### config.mk
export PLATFORM = sky130hd
export DESIGN_NAME = baby_snapshot_flat
export DESIGN_NICKNAME = d
export VERILOG_FILES = /design/src/rtl/baby_snapshot_if.sv /design/src/rtl/baby_snapshot.sv /design/src/flat_wrapper.sv
export SDC_FILE = /design/constraint.sdc
export NUM_CORES = 1
export LEC_CHECK = 0
export CAP_MARGIN = 20
export CORE_AREA = 2 2 198 200
export CTS_CLUSTER_DIAMETER = 200
export CTS_CLUSTER_SIZE = 16
export DETAILED_ROUTE_END_ITERATION = 8
export DIE_AREA = 0 0 200 202
export DONT_BUFFER_PORTS = 1
export PLACE_DENSITY = 0.62
export REMOVE_ABC_BUFFERS = 1
export SYNTH_ARGS = -nofsm -noshare
export SYNTH_HDL_FRONTEND = slang
export SYNTH_SLANG_ARGS = --single-unit
### constraint.sdc
create_clock -name clk_i -period 3.1 [get_ports clk_i]
set_clock_uncertainty 0.1 [all_clocks]
set_input_delay 0.62 -clock clk_i [delete_from_list [all_inputs] [get_ports clk_i]]
set_output_delay 0.62 -clock clk_i [all_outputs]
set_load 0.01 [all_outputs]
### src/rtl/baby_snapshot_if.sv
// Observation-port bundle between the Baby core/serialiser side and the
// snapshot stage. The master drives live words and strobes; the slave (the
// snapshot stage) returns the frozen frame and its status.
interface baby_snapshot_if #(
    parameter int WORD_W  = 32,
    parameter int COUNT_W = 8
);
    logic                capture_i;
    logic                serialise_i;
    logic                advance_i;
    logic                clear_i;
    logic [WORD_W-1:0]   value_a_i;
    logic [WORD_W-1:0]   value_b_i;
    logic [WORD_W-1:0]   value_c_i;
    logic [WORD_W-1:0]   value_d_i;
    logic [WORD_W-1:0]   value_e_i;
    logic [WORD_W-1:0]   value_a_o;
    logic [WORD_W-1:0]   value_b_o;
    logic [WORD_W-1:0]   value_c_o;
    logic [WORD_W-1:0]   value_d_o;
    logic [WORD_W-1:0]   value_e_o;
    logic [COUNT_W-1:0]  beat_o;
    logic                frame_valid_o;
    logic                busy_o;
    logic                overrun_o;
    logic [COUNT_W-1:0]  frame_count_o;

    modport master (
        output capture_i, serialise_i, advance_i, clear_i,
        output value_a_i, value_b_i, value_c_i, value_d_i, value_e_i,
        input  value_a_o, value_b_o, value_c_o, value_d_o, value_e_o,
        input  beat_o, frame_valid_o, busy_o, overrun_o, frame_count_o
    );

    modport slave (
        input  capture_i, serialise_i, advance_i, clear_i,
        input  value_a_i, value_b_i, value_c_i, value_d_i, value_e_i,
        output value_a_o, value_b_o, value_c_o, value_d_o, value_e_o,
        output beat_o, frame_valid_o, busy_o, overrun_o, frame_count_o
    );
endinterface

### src/rtl/baby_snapshot.sv
// Snapshot/capture stage ahead of the Manchester Baby output serialiser.
// Freezes five observation words into a frame, counts serialiser beats to
// find end of frame, holds one pending capture and flags overruns.
// Optional feature macro: SNAPSHOT_PARITY_EN adds parity_o (XOR of the
// whole frame, registered with the load).
module baby_snapshot #(
    parameter int WORD_W    = 32,
    parameter int NUM_WORDS = 5,
    parameter int COUNT_W   = 8
) (
    input  logic            clk_i,
    input  logic            reset_ni,
    baby_snapshot_if.slave  bus
`ifdef SNAPSHOT_PARITY_EN
    ,
    output logic            parity_o
`endif
);
    localparam int FRAME_W = WORD_W * NUM_WORDS;
    localparam logic [COUNT_W-1:0] LAST_SERIAL = COUNT_W'(FRAME_W - 1);
    localparam logic [COUNT_W-1:0] LAST_BYTE   = COUNT_W'(FRAME_W / 8 - 1);

    typedef enum logic [1:0] {
        ST_IDLE    = 2'd0,
        ST_HOLD    = 2'd1,
        ST_PENDING = 2'd2
    } state_t;

    state_t               state_q, state_d;
    logic [FRAME_W-1:0]   frame_q, frame_d;
    logic [FRAME_W-1:0]   shadow_q, shadow_d;
    logic                 mode_q, mode_d;
    logic                 shadow_mode_q, shadow_mode_d;
    logic [COUNT_W-1:0]   beat_q, beat_d;
    logic                 frame_valid_q, frame_valid_d;
    logic                 busy_q, busy_d;
    logic                 overrun_q, overrun_d;
    logic [COUNT_W-1:0]   frame_count_q, frame_count_d;
`ifdef SNAPSHOT_PARITY_EN
    logic                 parity_q, parity_d;
`endif

    logic [FRAME_W-1:0]   live_frame;
    logic [FRAME_W-1:0]   load_frame;
    logic                 load_mode;
    logic                 load_en;
    logic                 overrun_set;
    logic                 frame_done;
    logic [COUNT_W-1:0]   last_beat;

    // Word a is the most significant word of the frame.
    assign live_frame = {bus.value_a_i, bus.value_b_i, bus.value_c_i,
                         bus.value_d_i, bus.value_e_i};
    assign last_beat  = mode_q ? LAST_SERIAL : LAST_BYTE;

    // Next-state: beat counting, frame completion, capture/shadow routing.
    always_comb begin
        state_d       = state_q;
        frame_d       = frame_q;
        shadow_d      = shadow_q;
        mode_d        = mode_q;
        shadow_mode_d = shadow_mode_q;
        beat_d        = beat_q;
        frame_valid_d = frame_valid_q;
        overrun_d     = overrun_q;
        frame_count_d = frame_count_q;
`ifdef SNAPSHOT_PARITY_EN
        parity_d      = parity_q;
`endif
        load_en       = 1'b0;
        load_frame    = live_frame;
        load_mode     = bus.serialise_i;
        overrun_set   = 1'b0;
        frame_done    = (state_q != ST_IDLE) && bus.advance_i && (beat_q == last_beat);

        case (state_q)
            ST_IDLE: begin
                // Stray advance strobes are ignored while nothing is held.
                if (bus.capture_i) begin
                    load_en = 1'b1;
                    state_d = ST_HOLD;
                end
            end
            ST_HOLD: begin
                if (frame_done) begin
                    frame_count_d = frame_count_q + 1'b1;
                    if (bus.capture_i) begin
                        load_en = 1'b1;
                    end else begin
                        state_d       = ST_IDLE;
                        frame_valid_d = 1'b0;
                        beat_d        = '0;
                    end
                end else begin
                    if (bus.advance_i) beat_d = beat_q + 1'b1;
                    if (bus.capture_i) begin
                        shadow_d      = live_frame;
                        shadow_mode_d = bus.serialise_i;
                        state_d       = ST_PENDING;
                    end
                end
            end
            ST_PENDING: begin
                if (frame_done) begin
                    frame_count_d = frame_count_q + 1'b1;
                    load_en       = 1'b1;
                    load_frame    = shadow_q;
                    load_mode     = shadow_mode_q;
                    if (bus.capture_i) begin
                        shadow_d      = live_frame;
                        shadow_mode_d = bus.serialise_i;
                    end else begin
                        state_d = ST_HOLD;
                    end
                end else begin
                    if (bus.advance_i) beat_d = beat_q + 1'b1;
                    if (bus.capture_i) begin
                        // Newest capture wins; the older pending one is lost.
                        shadow_d      = live_frame;
                        shadow_mode_d = bus.serialise_i;
                        overrun_set   = 1'b1;
                    end
                end
            end
            default: begin
                state_d = ST_IDLE;
            end
        endcase

        if (load_en) begin
            frame_d       = load_frame;
            mode_d        = load_mode;
            beat_d        = '0;
            frame_valid_d = 1'b1;
`ifdef SNAPSHOT_PARITY_EN
            parity_d      = ^load_frame;
`endif
        end

        // A new overrun on the same edge as clear must stay visible.
        if (bus.clear_i) overrun_d = 1'b0;
        if (overrun_set) overrun_d = 1'b1;

        busy_d = (state_d != ST_IDLE);
    end

    // State and registered outputs.
    always_ff @(posedge clk_i or negedge reset_ni) begin
        if (!reset_ni) begin
            state_q       <= ST_IDLE;
            frame_q       <= '0;
            shadow_q      <= '0;
            mode_q        <= 1'b0;
            shadow_mode_q <= 1'b0;
            beat_q        <= '0;
            frame_valid_q <= 1'b0;
            busy_q        <= 1'b0;
            overrun_q     <= 1'b0;
            frame_count_q <= '0;
`ifdef SNAPSHOT_PARITY_EN
            parity_q      <= 1'b0;
`endif
        end else begin
            state_q       <= state_d;
            frame_q       <= frame_d;
            shadow_q      <= shadow_d;
            mode_q        <= mode_d;
            shadow_mode_q <= shadow_mode_d;
            beat_q        <= beat_d;
            frame_valid_q <= frame_valid_d;
            busy_q        <= busy_d;
            overrun_q     <= overrun_d;
            frame_count_q <= frame_count_d;
`ifdef SNAPSHOT_PARITY_EN
            parity_q      <= parity_d;
`endif
        end
    end

    assign bus.value_a_o     = frame_q[4*WORD_W +: WORD_W];
    assign bus.value_b_o     = frame_q[3*WORD_W +: WORD_W];
    assign bus.value_c_o     = frame_q[2*WORD_W +: WORD_W];
    assign bus.value_d_o     = frame_q[1*WORD_W +: WORD_W];
    assign bus.value_e_o     = frame_q[0*WORD_W +: WORD_W];
    assign bus.beat_o        = beat_q;
    assign bus.frame_valid_o = frame_valid_q;
    assign bus.busy_o        = busy_q;
    assign bus.overrun_o     = overrun_q;
    assign bus.frame_count_o = frame_count_q;
`ifdef SNAPSHOT_PARITY_EN
    assign parity_o          = parity_q;
`endif
endmodule

### src/flat_wrapper.sv
// flat-port wrapper written by rule: the top's interface ports become plain ports
module baby_snapshot_flat 
#(
    parameter int WORD_W    = 32,
    parameter int NUM_WORDS = 5,
    parameter int COUNT_W   = 8
)
  (clk_i, reset_ni, bus_capture_i, bus_serialise_i, bus_advance_i, bus_clear_i, bus_value_a_i, bus_value_b_i, bus_value_c_i, bus_value_d_i, bus_value_e_i, bus_value_a_o, bus_value_b_o, bus_value_c_o, bus_value_d_o, bus_value_e_o, bus_beat_o, bus_frame_valid_o, bus_busy_o, bus_overrun_o, bus_frame_count_o);
  baby_snapshot_if #(.WORD_W(WORD_W), .COUNT_W(COUNT_W)) bus_i ();
  input  logic clk_i;
  input  logic reset_ni;
  input wire logic [$bits(bus_i.capture_i)-1:0] bus_capture_i;
  input wire logic [$bits(bus_i.serialise_i)-1:0] bus_serialise_i;
  input wire logic [$bits(bus_i.advance_i)-1:0] bus_advance_i;
  input wire logic [$bits(bus_i.clear_i)-1:0] bus_clear_i;
  input wire logic [$bits(bus_i.value_a_i)-1:0] bus_value_a_i;
  input wire logic [$bits(bus_i.value_b_i)-1:0] bus_value_b_i;
  input wire logic [$bits(bus_i.value_c_i)-1:0] bus_value_c_i;
  input wire logic [$bits(bus_i.value_d_i)-1:0] bus_value_d_i;
  input wire logic [$bits(bus_i.value_e_i)-1:0] bus_value_e_i;
  output wire logic [$bits(bus_i.value_a_o)-1:0] bus_value_a_o;
  output wire logic [$bits(bus_i.value_b_o)-1:0] bus_value_b_o;
  output wire logic [$bits(bus_i.value_c_o)-1:0] bus_value_c_o;
  output wire logic [$bits(bus_i.value_d_o)-1:0] bus_value_d_o;
  output wire logic [$bits(bus_i.value_e_o)-1:0] bus_value_e_o;
  output wire logic [$bits(bus_i.beat_o)-1:0] bus_beat_o;
  output wire logic [$bits(bus_i.frame_valid_o)-1:0] bus_frame_valid_o;
  output wire logic [$bits(bus_i.busy_o)-1:0] bus_busy_o;
  output wire logic [$bits(bus_i.overrun_o)-1:0] bus_overrun_o;
  output wire logic [$bits(bus_i.frame_count_o)-1:0] bus_frame_count_o;
  assign bus_i.capture_i = bus_capture_i;
  assign bus_i.serialise_i = bus_serialise_i;
  assign bus_i.advance_i = bus_advance_i;
  assign bus_i.clear_i = bus_clear_i;
  assign bus_i.value_a_i = bus_value_a_i;
  assign bus_i.value_b_i = bus_value_b_i;
  assign bus_i.value_c_i = bus_value_c_i;
  assign bus_i.value_d_i = bus_value_d_i;
  assign bus_i.value_e_i = bus_value_e_i;
  assign bus_value_a_o = bus_i.value_a_o;
  assign bus_value_b_o = bus_i.value_b_o;
  assign bus_value_c_o = bus_i.value_c_o;
  assign bus_value_d_o = bus_i.value_d_o;
  assign bus_value_e_o = bus_i.value_e_o;
  assign bus_beat_o = bus_i.beat_o;
  assign bus_frame_valid_o = bus_i.frame_valid_o;
  assign bus_busy_o = bus_i.busy_o;
  assign bus_overrun_o = bus_i.overrun_o;
  assign bus_frame_count_o = bus_i.frame_count_o;
  baby_snapshot #(.WORD_W(WORD_W), .NUM_WORDS(NUM_WORDS), .COUNT_W(COUNT_W)) u_core (.clk_i(clk_i), .reset_ni(reset_ni), .bus(bus_i));
endmodule
Yosys cells after proc, flatten, opt, wreduce, memory -nomap -nowiden

Index checks and enable logic that the tools add are counted.

Shift-type cells: 0
Multipliers: 0
Muxes and demuxes: 36
Divide/modulo/power cells: 0
Order comparisons: 0
Bitwise operators: 0
Eq/ne operators: 7
Add/subtract/negate cells: 2
Reductions and logical operators: 15

Operators with widths:

| cell                                                            | number |
|---|---|
| 160-bit two-way mux                                             | 4 |
| 160-bit one-hot mux with 2 select lines                         | 1 |
| 8-bit two-way mux                                               | 6 |
| 8-bit by 1-bit adder with 8-bit output, second input constant   | 2 |
| 8-bit one-hot mux with 2 select lines                           | 1 |
| 1-bit two-way mux                                               | 15 |
| 2-bit two-way mux                                               | 6 |
| 2-bit nonzero test                                              | 6 |
| 8-bit == test                                                   | 1 |
| 2-bit one-hot mux with 3 select lines                           | 1 |
| 3-bit AND reduction                                             | 2 |
| 4-bit by 3-bit != test with 1-bit output, second input constant | 1 |
| 2-bit AND reduction                                             | 2 |
| 3-bit by 2-bit != test with 1-bit output, second input constant | 1 |
| 1-bit one-hot mux with 3 select lines                           | 1 |
| 3-bit nonzero test                                              | 1 |
| 2-bit by 1-bit == test with 1-bit output, second input constant | 1 |
| 2-bit == test, second input constant                            | 1 |
| 1-bit logical AND                                               | 2 |
| 2-bit logical NOT                                               | 1 |
| 2-bit by 1-bit != test with 1-bit output, second input constant | 1 |
| 2-bit != test, second input constant                            | 1 |
| 1-bit one-hot mux with 2 select lines                           | 1 |
| 2-bit OR reduction                                              | 1 |

Bits in latches: 0
Bits in writable memories: 0
Register bits: 343
Memories kept: 0
Bits in read-only memories: 0
Bits of input ports: 166
Logic and storage cells: 70

Depth between registers and ports, before layout

Word-level depth: 7
Depth in mapped cells: 9
Gate-level depth less buffers: 6

Worst setup path after synthesis

No wires, ideal clock.

Path kind: reg-to-reg
From: reg u_core.state_q[0]
To: reg u_core.frame_q[88]
Data required time: 2.875 ns
Arrival time: 2.265 ns
Stages on the path, launching flop included: 9
Setup slack: 0.610 ns
Buffers on the path: 2
Cells stage by stage: dfrtp_1 -> inv_1 -> ha_1 -> nor2b_1 -> o2111ai_2 -> a21oi_2 -> buf_4 -> buf_2 -> mux2_2

Longest elaborated chain between the ends: 5
Elaborated cells on any way between the ends: 11

RTL lines:

| what                                                                         | RTL line             | source |
|---|---|---|
| start: declaration                                                           | baby_snapshot.sv:29  | `state_t state_q, state_d;` |
| start signal: assignment                                                     | baby_snapshot.sv:164 | `state_q <= state_d;` |
| 2-bit nonzero test                                                           | baby_snapshot.sv:74  | `frame_done = (state_q != ST_IDLE) && bus.advance_i && (beat_q == last_beat);` |
| 1-bit logical AND (2 in series)                                              | baby_snapshot.sv:74  |  |
| 1-bit two-way mux (tied with other cells)                                    | baby_snapshot.sv:104 | `if (frame_done) begin` |
| 1-bit one-hot mux with 3 select lines or 160-bit two-way mux (tied branches) | baby_snapshot.sv:76  | `case (state_q)` |
| end signal: assignment                                                       | baby_snapshot.sv:165 | `frame_q <= frame_d;` |
| end: declaration                                                             | baby_snapshot.sv:30  | `logic [FRAME_W-1:0] frame_q, frame_d;` |

Parallel ways exist; a longest one is shown, timed or not.
A chain may end at the register's enable or synchronous reset.

Worst setup path after layout

From: reg u_core.state_q[1]
To: reg u_core.frame_q[26]

The elaborated chain is that of the path after synthesis.

==> metrics.cfg <==
[run_status]
outcome=finished with violations
violations=hold timing

[worst_setup_path]
cp-start-kind=flip-flop
worstSetupPathType=flip-flop to flip-flop
timing.rr.start=u_core.state_q[1]
worstPathRequired_ns=3.42
arrival_ns=3.20
setup.worst_path.end_class=flip-flop
worstPathMaxFanout=26
cp-startpoint=u_core.state_q[1]

[cts]
cts.path.max_buffers=3
cts_resized=0
cts_tree=yes
clock_latency_ns=0.54
h-tree-depth=1
cts_made_buffers=25
clkTransAtPathRegs_ns=0.07
cts.sinks=343
postCtsSetupBuffers=0
root_buffer=clkbuf_16

[synthesis]
synthArstFlopShare_pct=100.0
netlist_instances=979
synth_seq_cells=343
avgSynthCellArea_sq_um=15.41
synthFlopType=dfrtp_1
ys_types=45
yosysSeqAreaShare_pct=56.88
ys_warn_count=0
netlist_area_sq_um=15090
synth_edf_count=0

[detailed_routing]
num_vias=7762
finalWirelength_um=30860
ant_nets=0
drc=0
routed-wl-met2_um=14250
top_layer=met4
wl_per_cell_um=20.78
met3_length_um=3731
wl_met1_um=12180
first_pass_iters=4
viasPerCell=5.227
detail_route.iter0.violations=280

[power_and_ir_drop]
p_leak_uw=0.006667
vdd_ir_drop_max_mv=0.4860
power_density_nw_per_um2=942.4
p_total_uw=15370

[layout]
final_area_sq_um=16310
syn_to_final_growth_pct=8.092
drive_gt1_share_pct=38.16
num_antenna_cells=0
fin_nets=1139
utilization_pct=42.60

[grt]
grt_pass1_wl_um=47890
grt_overflow=0
grt_pass1_vias=8114
antenna_found_initial=0
grt_max_degree=344
grt_use_total_pct=14.99

[timing]
setup_violations=0
rsz0062_at_grt=no
slew_headroom_pct=8.707
whs_ns=-0.3207
worst_slew_pin_slew_ns=1.369
fin_crit_sh_pct=92.83
slew_viol_final=0
hold_violations=343
max_clock_freq_mhz=347.5
period_needed_ns=2.878

[placement]
place_area_sq_um=15670
place.gp.congestion=0.7673
dp.final_hpwl_um=20410
io_buffer_count=0

[run]
cap_violations=0

[die]
fp.coreArea_sq_um=38290
std_cell_rows=72
die_w_um=200
dieArea_sq_um=40400
ios=345
start_util_pct=39.42
fp.dieH_um=202

[min_path]
hp-class=primary input to asynchronous set/reset pin

## cell type report
type	instances	area [sq um]
clock buffer	25	625.6
clock inverter	2	20.02
fill	3483	21970
inverter	4	15.01
multi-input combinational	576	6155
sequential	343	8583
tap	518	648.1
timing repair buffer	17	265.3
## synth_stat cells (6+ instances only)
library cell  number  area, sq um
clkbuf_1           9        33.78
nand2_1            8        30.03
buf_4             10        75.07
buf_2             27        135.1
xnor2_1            7        61.31
dfrtp_1          343         8583
mux2_2           318         3581
mux2_1           167         1881
o21ai_0            9        45.04
a211oi_1           7        52.55
buf_6             10        112.6
ha_1               6        75.07
## layout by cell type, fill, tap and decap left out, types with 6 or more instances in the layout
cell / Yosys / routed
nand2_1: 8 / 8
mux2_1: 167 / 167
mux2_2: 318 / 318
o21ai_0: 9 / 9
xnor2_1: 7 / 7
clkbuf_16: 0 / 25
buf_12: 0 / 11
ha_1: 6 / 6
buf_4: 10 / 6
dfrtp_1: 343 / 343
a211oi_1: 7 / 7
## flip-flops by register name, indices dropped and copies added, names as in the netlist
name / count
u_core.shadow_mode_q: 1
u_core.shadow_q: 160
u_core.frame_q: 160
u_core.bus.busy_o: 1
u_core.bus.frame_valid_o: 1
u_core.bus.overrun_o: 1
u_core.state_q: 2
u_core.bus.beat_o: 8
u_core.bus.frame_count_o: 8
u_core.mode_q: 1
## per-stage QoR
| stage | setup WS, ns | std cells | setup TNS [ns] |
|---|---|---|---|
| 2_1_floorplan | -6.960 | 923 | -1696.46 |
| 3_3_place_gp | 0.3188 | 1458 | 0 |
| 3_5_place_dp | 0.2068 | 1458 | 0 |
| 4_1_cts | 0.2165 | 1485 | 0 |
| 5_1_grt | 0.004468 | 1485 | 0 |
| 6_report | 0.2224 | 1485 | 0 |
## path summary, 6_finish.rpt
path	to	slack [ns]	depth (start not counted)
min in group clk_i	u_core.bus.overrun_o	0.09	1
max in group asynchronous	u_core.frame_q[28]	2.11	0
max reg2reg	u_core.frame_q[26]	0.22	8
min	u_core.frame_q[12]	-0.32	0
max	u_core.frame_q[26]	0.22	8
min reg2reg	u_core.shadow_q[82]	0.38	1
## per-layer routing
layer,vias up,track usage [%]
li1,3496,-
met5,-,0
met3,39,7.442
met1,4008,18.14
met4,0,3.571
met2,219,23.87
## cell families (layout without fill, tap and decap cells)
group | count (synthesis) | in the layout | synth area share [%]
muxes | 485 | 485 | 36.19
and+or+nand+nor | 43 | 43 | 1.691
adders and majority gates | 6 | 6 | 0.4975
xor gates and xnor gates | 9 | 9 | 0.5224
AOI/OAI and AO/OA | 33 | 33 | 1.758
buffers and inverters | 60 | 48 | 2.462
DFF | 343 | 343 | 56.88
## worst max-delay path, stage by stage, from the launching register on
cell       delay (ns)
dfrtp_1          0.46
inv_1            0.11
ha_1             0.25
nor2b_1          0.39
o2111ai_2        0.30
a21oi_4          0.30
buf_12           0.24
buf_4            0.24
mux2_2           0.35
## where the power goes
group	internal (uW)	switching, uW
Sequential	6690	1940
Clock	1440	1500
Combinational	2400	1410
Power figures use the tool's default switching activity.
